==> src/rtl/rob_pkg.sv <==
// Shared definitions for the reorder buffer: sizing, the per-entry record
// and the bit positions inside the 3-bit system-instruction field.
package rob_pkg;

    localparam int ROB_DEPTH      = 8;
    localparam int TAGW           = $clog2(ROB_DEPTH);
    localparam int GPR_ADDR_WIDTH = 5;
    localparam int DATA_WIDTH     = 32;
    localparam int PC_WIDTH       = 32;

    // alloc_sys is {mret, ecall, ebreak}
    localparam int SYS_EBREAK = 0;
    localparam int SYS_ECALL  = 1;
    localparam int SYS_MRET   = 2;

    typedef struct packed {
        logic                      valid;
        logic                      done;
        logic                      dst_wen;
        logic [GPR_ADDR_WIDTH-1:0] dst;
        logic [DATA_WIDTH-1:0]     data;
        logic [PC_WIDTH-1:0]       pc;
        logic                      br_taken;
        logic [PC_WIDTH-1:0]       target;
        logic                      exp;
        logic [2:0]                sys;
    } rob_entry_t;

endpackage

==> src/rtl/rob_ptr.sv <==
// Wrap-bit circular pointer used for the ROB head and tail.
// Ports:
//   clk, rst_n  clock and asynchronous active-low reset
//   inc         advance by one entry at the edge
//   clr         return to zero at the edge (takes priority over inc)
//   ptr         TAGW index bits plus one wrap bit
module rob_ptr
    import rob_pkg::*;
(
    input  logic          clk,
    input  logic          rst_n,
    input  logic          inc,
    input  logic          clr,
    output logic [TAGW:0] ptr
);

    always_ff @(posedge clk or negedge rst_n) begin
        if (!rst_n) begin
            ptr <= '0;
        end else if (clr) begin
            ptr <= '0;
        end else if (inc) begin
            ptr <= ptr + (TAGW + 1)'(1);
        end
    end

endmodule

==> src/rtl/rob_core.sv <==
// Reorder buffer: in-order allocation at dispatch, out-of-order writeback
// capture, operand lookup by tag, and in-order single-entry retirement that
// drives the rename-table commit/flush interface and the GPR write.
// Ports:
//   alloc_*            dispatch request and the instruction's static info
//   alloc_ready        a slot is free this cycle
//   allocate_en        allocation actually happens this cycle
//   rob_alloc_*_2rat   tag/dst mapping handed to the register alias table
//   wb_*               writeback of a result (and redirect/exception status)
//   rsX_Paddr/rob_*    operand lookup by tag, with same-cycle writeback bypass
//   commit/rob_commit_* retiring entry, combinational from the head entry
module rob_core
    import rob_pkg::*;
(
    input  logic                      clk,
    input  logic                      rst_n,

    input  logic                      alloc_req,
    input  logic [GPR_ADDR_WIDTH-1:0] alloc_dst_addr,
    input  logic                      alloc_dst_wen,
    input  logic [PC_WIDTH-1:0]       alloc_pc,
    input  logic [2:0]                alloc_sys,
    output logic                      alloc_ready,
    output logic                      allocate_en,
    output logic [TAGW-1:0]           rob_alloc_tag_2rat,
    output logic [GPR_ADDR_WIDTH-1:0] rob_alloc_dst_addr_2rat,
    output logic                      rob_alloc_dst_wen_2rat,

    input  logic                      wb_en,
    input  logic [TAGW-1:0]           wb_tag,
    input  logic [DATA_WIDTH-1:0]     wb_data,
    input  logic                      wb_br_taken,
    input  logic [PC_WIDTH-1:0]       wb_br_target,
    input  logic                      wb_exp,

    input  logic [TAGW-1:0]           rs1_Paddr,
    input  logic [TAGW-1:0]           rs2_Paddr,
    output logic                      rs1_rob_ready,
    output logic                      rs2_rob_ready,
    output logic [DATA_WIDTH-1:0]     rs1_rob_data,
    output logic [DATA_WIDTH-1:0]     rs2_rob_data,

    output logic                      commit_dst_en,
    output logic [GPR_ADDR_WIDTH-1:0] rob_commit_dst_addr_2rat,
    output logic [TAGW-1:0]           rob_commit_Paddr,
    output logic [DATA_WIDTH-1:0]     rob_commit_data,
    output logic [PC_WIDTH-1:0]       rob_commit_pc,
    output logic                      rob_commit_br_taken,
    output logic [PC_WIDTH-1:0]       rob_commit_redirect_pc,
    output logic                      rob_commit_exp_en,
    output logic [2:0]                rob_commit_ebreak_ecall_mret
);

    rob_entry_t      entries [ROB_DEPTH];
    rob_entry_t      head_e;
    logic [TAGW:0]   head;
    logic [TAGW:0]   tail;
    logic [TAGW-1:0] head_idx;
    logic [TAGW-1:0] tail_idx;
    logic            full;
    logic            commit_fire;
    logic            flush;
    logic            wb_hit;

    assign head_idx = head[TAGW-1:0];
    assign tail_idx = tail[TAGW-1:0];
    assign head_e   = entries[head_idx];

    assign full        = (head_idx == tail_idx) && (head[TAGW] != tail[TAGW]);
    assign commit_fire = head_e.valid & head_e.done;
    // ebreak retires normally; ecall/mret, exceptions and redirects squash the ROB
    assign flush       = commit_fire & (head_e.br_taken | head_e.exp |
                                        head_e.sys[SYS_ECALL] | head_e.sys[SYS_MRET]);

    // Fullness is taken from the registered pointers, so a slot freed by this
    // cycle's commit only becomes allocatable next cycle.
    assign alloc_ready = !full;
    assign allocate_en = alloc_req & alloc_ready & !flush;

    assign rob_alloc_tag_2rat      = tail_idx;
    assign rob_alloc_dst_addr_2rat = alloc_dst_addr;
    assign rob_alloc_dst_wen_2rat  = alloc_dst_wen;

    assign wb_hit = wb_en & entries[wb_tag].valid & !flush;

    rob_ptr u_head (
        .clk   (clk),
        .rst_n (rst_n),
        .inc   (commit_fire & !flush),
        .clr   (flush),
        .ptr   (head)
    );

    rob_ptr u_tail (
        .clk   (clk),
        .rst_n (rst_n),
        .inc   (allocate_en),
        .clr   (flush),
        .ptr   (tail)
    );

    // Only the valid/done flags are reset; payload fields are qualified by them.
    // The allocated slot can never be the committing head (full blocks
    // allocation, and an empty ROB has nothing to commit).
    always_ff @(posedge clk or negedge rst_n) begin
        if (!rst_n) begin
            for (int i = 0; i < ROB_DEPTH; i++) begin
                entries[i].valid <= 1'b0;
                entries[i].done  <= 1'b0;
            end
        end else if (flush) begin
            for (int i = 0; i < ROB_DEPTH; i++) begin
                entries[i].valid <= 1'b0;
                entries[i].done  <= 1'b0;
            end
        end else begin
            if (wb_hit) begin
                entries[wb_tag].done     <= 1'b1;
                entries[wb_tag].data     <= wb_data;
                entries[wb_tag].br_taken <= wb_br_taken;
                entries[wb_tag].target   <= wb_br_target;
                entries[wb_tag].exp      <= wb_exp;
            end
            if (commit_fire) begin
                entries[head_idx].valid <= 1'b0;
                entries[head_idx].done  <= 1'b0;
            end
            if (allocate_en) begin
                entries[tail_idx] <= '{valid:    1'b1,
                                       done:     1'b0,
                                       dst_wen:  alloc_dst_wen,
                                       dst:      alloc_dst_addr,
                                       data:     '0,
                                       pc:       alloc_pc,
                                       br_taken: 1'b0,
                                       target:   '0,
                                       exp:      1'b0,
                                       sys:      alloc_sys};
            end
        end
    end

    // Operand lookup: a writeback in flight this cycle wins over stored state.
    always_comb begin
        rs1_rob_ready = 1'b0;
        rs1_rob_data  = '0;
        if (wb_en && (wb_tag == rs1_Paddr)) begin
            rs1_rob_ready = 1'b1;
            rs1_rob_data  = wb_data;
        end else if (entries[rs1_Paddr].valid && entries[rs1_Paddr].done) begin
            rs1_rob_ready = 1'b1;
            rs1_rob_data  = entries[rs1_Paddr].data;
        end
    end

    always_comb begin
        rs2_rob_ready = 1'b0;
        rs2_rob_data  = '0;
        if (wb_en && (wb_tag == rs2_Paddr)) begin
            rs2_rob_ready = 1'b1;
            rs2_rob_data  = wb_data;
        end else if (entries[rs2_Paddr].valid && entries[rs2_Paddr].done) begin
            rs2_rob_ready = 1'b1;
            rs2_rob_data  = entries[rs2_Paddr].data;
        end
    end

    always_comb begin
        commit_dst_en                = 1'b0;
        rob_commit_dst_addr_2rat     = '0;
        rob_commit_Paddr             = '0;
        rob_commit_data              = '0;
        rob_commit_pc                = '0;
        rob_commit_br_taken          = 1'b0;
        rob_commit_redirect_pc       = '0;
        rob_commit_exp_en            = 1'b0;
        rob_commit_ebreak_ecall_mret = '0;
        if (commit_fire) begin
            commit_dst_en                = head_e.dst_wen & !head_e.exp;
            rob_commit_dst_addr_2rat     = head_e.dst;
            rob_commit_Paddr             = head_idx;
            rob_commit_data              = head_e.data;
            rob_commit_pc                = head_e.pc;
            rob_commit_br_taken          = head_e.br_taken;
            rob_commit_redirect_pc       = head_e.target;
            rob_commit_exp_en            = head_e.exp;
            rob_commit_ebreak_ecall_mret = head_e.sys;
        end
    end

endmodule
==> config.mk <==
export PLATFORM = sky130hd
export DESIGN_NAME = rob_core
export DESIGN_NICKNAME = d
export VERILOG_FILES = /design/src/rtl/rob_pkg.sv /design/src/rtl/rob_ptr.sv /design/src/rtl/rob_core.sv
export SDC_FILE = /design/constraint.sdc
export NUM_CORES = 2
export LEC_CHECK = 0
export CORE_AREA = 5 5 419 421
export CTS_BUF_LIST = sky130_fd_sc_hd__clkbuf_8
export CTS_CLUSTER_DIAMETER = 40
export CTS_CLUSTER_SIZE = 28
export DETAILED_ROUTE_END_ITERATION = 6
export DIE_AREA = 0 0 424 426
export PLACE_DENSITY = 0.56
export SYNTH_ARGS = -nofsm -noshare
export SYNTH_HDL_FRONTEND = slang
export SYNTH_HIERARCHICAL = 1
export SYNTH_SLANG_ARGS = --single-unit
==> constraint.sdc <==
create_clock -name clk -period 24.5 [get_ports clk]
set_input_delay 2.45 -clock clk [delete_from_list [all_inputs] [get_ports clk]]
set_output_delay 2.45 -clock clk [all_outputs]
set_load 0.02 [all_outputs]
# == Word-level counts from Yosys, hierarchy flattened ==
# Cells that the tools add are included.
# classes
eq_ne,4
bitwise_logic,17
n_lt_le_gt_ge,8
muxes,70
reduce_logical,14
add_sub_neg,2
# ops
cell,n
bitwise mux 872 bit,8
two-way mux 872 bit,5
demux 109 bit (select 3 bit),8
binary-select mux 109 bit (select 3 bit),4
two-way mux 109 bit,10
two-way mux 32 bit,7
two-way mux 108 bit,2
two-way mux 101 bit,1
two-way mux 37 bit,1
two-way mux 36 bit,1
greater-or-equal comparator 4 bit (second input constant),5
two-way mux 4 bit,5
NOT 3 -> 4 bit,5
two-way mux 2 bit,8
less-than comparator 4 x 1 -> 1 bit (second input constant),3
equality test 3 bit,3
adder 4 x 1 -> 4 bit (second input constant),2
AND 1 bit,8
logical AND 1 bit,8
two-way mux 1 bit,7
two-way mux 3 bit,2
two-way mux 5 bit,1
nonzero test 2 bit,2
zero test 1 bit,3
other kinds (4),6
# word_totals
regBits,880
input_bits,120
out_inout_bits,187

# == Longest topological paths before layout ==
# depth
ltp_word,19
ltp_mapped,11
ltp_nobuf,7

# == Modules after synthesis ==
# The synthesis kept the hierarchy.
# by_module_without_submodules
module,area_per_inst_um2,cells_each,n_inst,seq_area_each_um2
rob_core,50558.5,4824,1,26105.0
rob_ptr,192.7,16,2,100.1

# == Worst setup path after synthesis ==
# No wires, ideal clock.
# synth_path
path_type,input -> register
startpoint,in rst_n
endpoint,reg entries[109] (netlist bit) (enable)
required_ns,24.098
path_slack_ns,5.028
setup_ns,0.402
path_buffers,1
t_arrival_ns,19.070
path_stages,3
cell_sequence,nor2b_1 clkbuf_1 and2_1
# synth_between
elab_chain_cells,1
# synth_rtl
item,line,text
from (decl),rob_core.sv:16,"input logic rst_n,"
AND reduction 2 bit (no source line),--,
"to (signal, indexed assignment)",rob_core.sv:129,"entries[tail_idx] <= '{valid: 1'b1,"
to (decl),rob_core.sv:54,rob_entry_t entries [ROB_DEPTH];
# Every way passes these cells.
# A chain may end at the register's enable or synchronous reset.

# == Final worst setup path ==
# layout_path
startpoint,reg u_head.ptr[2]
endpoint,reg entries[189] (netlist bit) (enable)
# layout_between
elab_chain_cells,10
elab_cells_between_ends,11
classes_between,mux (3); bitwise (7); reduce/logical (1)
# layout_rtl
item,line,text
from (decl),rob_ptr.sv:14,output logic [TAGW:0] ptr
from (signal assigned),rob_ptr.sv:23,ptr <= ptr + (TAGW + 1)'(1);
NOT 3 -> 4 bit (implied by the code) *,rob_core.sv:67,assign head_e = entries[head_idx];
binary-select mux 109 bit (select 3 bit) *,rob_core.sv:67,
two-way mux 109 bit (implied by the code) * (2 in a row),rob_core.sv:67,
OR 1 bit (2 in a row),rob_core.sv:72,assign flush = commit_fire & (head_e.br_taken | head_e.exp |
OR 1 bit,rob_core.sv:73,head_e.sys[SYS_ECALL] | head_e.sys[SYS_MRET]);
AND 1 bit *,rob_core.sv:72,
named net flush,rob_core.sv:62,logic flush;
NOT 1 bit (no source line) *,--,
AND reduction 2 bit (no source line) *,--,
# The timed path passes the listed nets; every way through them passes the cells marked *. The select of a mux whose other input is x is not followed.

==> impl_metrics.prom <==
# TYPE chip_impl_metric gauge
chip_impl_info{name="hold_path.class",value="reg2reg"} 1
chip_impl_metric{name="initial_antenna_violation_count",unit=""} 21
chip_impl_metric{name="maximum_count_of_clock_buffers_along_a_single_path",unit=""} 3
chip_impl_metric{name="worst_rel_slew_slack",unit="%"} 17.5
chip_impl_metric{name="stdcell_area",unit="sq um"} 58300
chip_impl_metric{name="detail_route.drc_violations",unit=""} 10
chip_impl_metric{name="skew_final",unit="ps"} 69.5
chip_impl_metric{name="setup_total_negative_slack",unit="ps"} 0
chip_impl_metric{name="total_leakage_power",unit="nW"} 17.9
chip_impl_metric{name="drive_above_1_share",unit="%"} 10.8
chip_impl_metric{name="timing_worst_slew_pin_value",unit="ps"} 1240
chip_impl_metric{name="layoutNonFillerInstCount",unit=""} 7166
chip_impl_metric{name="fin_crit_sh",unit="%"} 37.9
chip_impl_metric{name="core.rowCount",unit=""} 152
chip_impl_metric{name="slew_viol_final",unit=""} 0
chip_impl_metric{name="fp.dieArea",unit="sq um"} 181000
chip_impl_metric{name="mappedNetlistArea",unit="sq um"} 50900
chip_impl_metric{name="synth_edf_count",unit=""} 856
chip_impl_metric{name="drt_iter0_markers",unit=""} 4703
chip_impl_metric{name="yosysWarningCount",unit=""} 6
chip_impl_metric{name="timing.final.hold_violations",unit=""} 0
chip_impl_info{name="criticalPathCategory",value="reg2reg"} 1
chip_impl_metric{name="postCtsResizedCells",unit=""} 0
chip_impl_info{name="clk_root_buffer_cell",value="sky130_fd_sc_hd__clkbuf_8"} 1
chip_impl_metric{name="grt_max_degree",unit=""} 133
chip_impl_metric{name="wl_per_cell",unit="um"} 28.0
chip_impl_info{name="top_ff_cell_synth",value="sky130_fd_sc_hd__edfxtp_1"} 1
chip_impl_metric{name="ys_seq_area_share",unit="%"} 51.6
chip_impl_metric{name="timing.final.setup_violations",unit=""} 0
chip_impl_metric{name="cts_stage_hold_buffer_count",unit=""} 0
chip_impl_metric{name="detail_route.first_pass.iterations",unit=""} 7
chip_impl_info{name="failed_checks",value="design-rule violations"} 1
chip_impl_metric{name="period_minus_slack",unit="ps"} 9300
chip_impl_metric{name="syn-instance-count",unit=""} 4856
chip_impl_metric{name="global_route_wire_length_before_repair",unit="um"} 291000
chip_impl_metric{name="vias_per_cell",unit=""} 5.90
chip_impl_metric{name="gr-usage-all-layers",unit="%"} 21.4
chip_impl_metric{name="p_total",unit="mW"} 5.84
chip_impl_metric{name="final_net_count",unit=""} 4918
chip_impl_metric{name="cellPowerDensity",unit="nW/um^2"} 100
chip_impl_info{name="status",value="finished, violations left"} 1
chip_impl_metric{name="floorplan.core_area",unit="sq um"} 171000
chip_impl_metric{name="htree_num_levels",unit=""} 4
chip_impl_metric{name="drv.max_cap_violation_count",unit=""} 0
chip_impl_metric{name="crit_fanout",unit=""} 78
chip_impl_info{name="clock_tree_from_tritoncts",value="done"} 1
chip_impl_metric{name="gp_congestion",unit=""} 0.782
chip_impl_metric{name="route.antenna.remaining_nets",unit=""} 0
chip_impl_metric{name="worst_ep_required_time",unit="ps"} 25000
chip_impl_metric{name="ioPinCount",unit=""} 307
chip_impl_metric{name="data_arrival_time_of_the_critical_path",unit="ps"} 9800
chip_impl_metric{name="cts.clk_slew.worst_paths",unit="ps"} 60
chip_impl_metric{name="postSynthRegisterBits",unit=""} 880
chip_impl_metric{name="netlist-cell-type-count",unit=""} 63
chip_impl_metric{name="maximum_operating_frequency",unit="MHz"} 108
chip_impl_metric{name="syn_nets",unit=""} 4978
chip_impl_info{name="critical_path.startpoint_type",value="flip-flop"} 1
chip_impl_metric{name="clk-insertion-delay-late",unit="ps"} 910
chip_impl_metric{name="wirelength",unit="um"} 201000
chip_impl_metric{name="post-dp-hpwl",unit="um"} 107000
chip_impl_metric{name="tritoncts_num_sinks",unit=""} 880
chip_impl_metric{name="peakVddDrop",unit="mV"} 0.0756
chip_impl_metric{name="synth.avg_cell_area",unit="sq um"} 10.5
chip_impl_metric{name="grt_pass1_vias",unit=""} 41900
chip_impl_metric{name="numCtsBuffers",unit=""} 154
chip_impl_metric{name="via_count_of_the_routed_design",unit=""} 42300
chip_impl_info{name="grt_setup_unrepaired",value="false"} 1
chip_impl_metric{name="die_h",unit="um"} 426
chip_impl_metric{name="numPlacedInstances",unit=""} 6873
chip_impl_info{name="endpoint_type_of_the_worst_setup_path",value="flip-flop"} 1
chip_impl_metric{name="asyncSetResetFlopFracSynth",unit="%"} 2.73
chip_impl_metric{name="placement.cell_area",unit="sq um"} 55000
chip_impl_metric{name="floorplan.initialDensity",unit="%"} 29.8
chip_impl_metric{name="floorplan.die.width",unit="um"} 424
chip_impl_metric{name="port_buffers",unit=""} 306
chip_impl_metric{name="post_cts_setup_buffers",unit=""} 0
chip_impl_metric{name="grt.overflow.total",unit=""} 0
chip_impl_metric{name="area.growth.synth_to_final",unit="%"} 14.5
-- final timing paths --
kind	end	cells past startpoint	from	slack, ps
max	entries[189]$_DFFE_PP_	11	u_head/ptr[2]$_DFFE_PN0P_	15200
min	entries[217]$_DFF_PN0_	1	entries[217]$_DFF_PN0_	570
max reg2reg	entries[189]$_DFFE_PP_	11	u_head/ptr[2]$_DFFE_PN0P_	15200
min reg2reg	entries[217]$_DFF_PN0_	1	entries[217]$_DFF_PN0_	570
max in group asynchronous	u_head/ptr[2]$_DFFE_PN0P_	2	rst_n	22240
min in group asynchronous	u_tail/ptr[0]$_DFFE_PN0P_	2	rst_n	1920
-- layer usage --
metal	up-vias	GRT usage, %	routed length, um	share of wire [%]
li1	18300	-	-	-
met1	21200	25.9	75800	38
met2	2268	36.2	98200	49
met3	511	3.95	16000	8.0
met4	14	11.3	10600	5.3
met5	-	0	87	0.043
-- cell type report --
type                    instances  area [sq um]
flip-flops and latches        880         26300
inverters                      11          46.3
clock inverters               125          1150
multi-input cells            3352         22000
repair buffers                397          3790
well taps                    2233          2790
diodes                         10          25.0
fillers                     17000        113000
clock buffers                 158          2170
-- flip-flops by register name, summed over array words and instances (netlist names) --
name and flops:
u_head/ptr 4, entries 872, u_tail/ptr 4
-- critical path, cell delays in order (launching register included) --
cell,delay (ps)
sky130_fd_sc_hd__dfrtp_4,1050
sky130_fd_sc_hd__buf_4,780
sky130_fd_sc_hd__mux4_2,420
sky130_fd_sc_hd__mux2i_1,300
sky130_fd_sc_hd__and4_1,690
sky130_fd_sc_hd__nor3_2,130
sky130_fd_sc_hd__nor2b_4,980
sky130_fd_sc_hd__buf_4,740
sky130_fd_sc_hd__buf_4,900
sky130_fd_sc_hd__buf_4,850
sky130_fd_sc_hd__buf_4,960
sky130_fd_sc_hd__buf_4,720
-- power breakdown --
group          leakage [nW]  switching, mW  internal, mW
logic                  7.64           1.13         0.677
registers              8.55          0.288          2.24
clock network          1.73          0.717         0.801
-- layout by cell type, fill, tap and decap left out, types with 19 or more instances in the layout --
cell type,count
sky130_fd_sc_hd__o21ai_0,531
sky130_fd_sc_hd__a211oi_1,206
sky130_fd_sc_hd__a21oi_1,746
sky130_fd_sc_hd__mux2i_1,279
sky130_fd_sc_hd__clkinv_1,20
sky130_fd_sc_hd__buf_4,90
sky130_fd_sc_hd__nand2_1,82
sky130_fd_sc_hd__nand3_1,534
sky130_fd_sc_hd__nor2_1,225
sky130_fd_sc_hd__edfxtp_1,856
sky130_fd_sc_hd__clkdlybuf4s50_1,300
sky130_fd_sc_hd__dfrtp_1,21
sky130_fd_sc_hd__o22ai_1,104
sky130_fd_sc_hd__o31ai_1,64
sky130_fd_sc_hd__mux4_2,138
sky130_fd_sc_hd__clkinvlp_4,19
sky130_fd_sc_hd__inv_1,29
sky130_fd_sc_hd__and2_1,330
sky130_fd_sc_hd__clkbuf_8,158
sky130_fd_sc_hd__clkinv_2,27
-- cells by family (layout without fill, tap and decap cells) --
group                      count (synthesis)  after routing  share of synthesized area [%]
muxes                                    421            421                           11.7
xor gates and xnor gates                  12             12                          0.206
AOI/OAI and AO/OA                       1689           1689                           18.4
adders and majority gates                  2              2                         0.0491
other                                      0             10                              0
buffers and inverters                    624            691                           5.64
DFF                                      880            880                           51.6
and+or+nand+nor                         1228           1228                           12.3
-- Yosys cell counts (all sizes together), types with 3 or more instances --
cell type | instances | share of area [%]
a211oi | 207 | 3.1
a21o | 5 | 0.074
a21oi | 746 | 7.3
a31oi | 5 | 0.061
and2 | 339 | 4.2
buf | 216 | 2.6
clkbuf | 397 | 2.9
dfrtp | 24 | 1.2
edfxtp | 856 | 50
inv | 11 | 0.081
mux2 | 4 | 0.10
mux2i | 279 | 5.5
mux4 | 138 | 6.1
nand2 | 86 | 0.63
nand2b | 6 | 0.074
nand3 | 534 | 5.2
nand4 | 4 | 0.049
nor2 | 226 | 1.7
nor2b | 5 | 0.061
nor3 | 8 | 0.088
nor3b | 3 | 0.044
nor4 | 4 | 0.074
nor4b | 3 | 0.088
o21ai | 532 | 5.2
o21bai | 3 | 0.044
o22ai | 104 | 1.3
o31ai | 65 | 0.98
o32ai | 4 | 0.069
xnor2 | 5 | 0.086
xor2 | 7 | 0.12
-- stage by stage --
step	hold WS (ps)	utilization [%]	setup slack (ps)
6_report	569	34.1	15200
5_1_grt	594	34.1	14990
4_1_cts	570	34.1	15270
3_5_place_dp	555	32.2	15340
3_3_place_gp	549	32.2	15400
2_1_floorplan	485	-	5030
No activity file was read; power rests on OpenSTA's default activity.
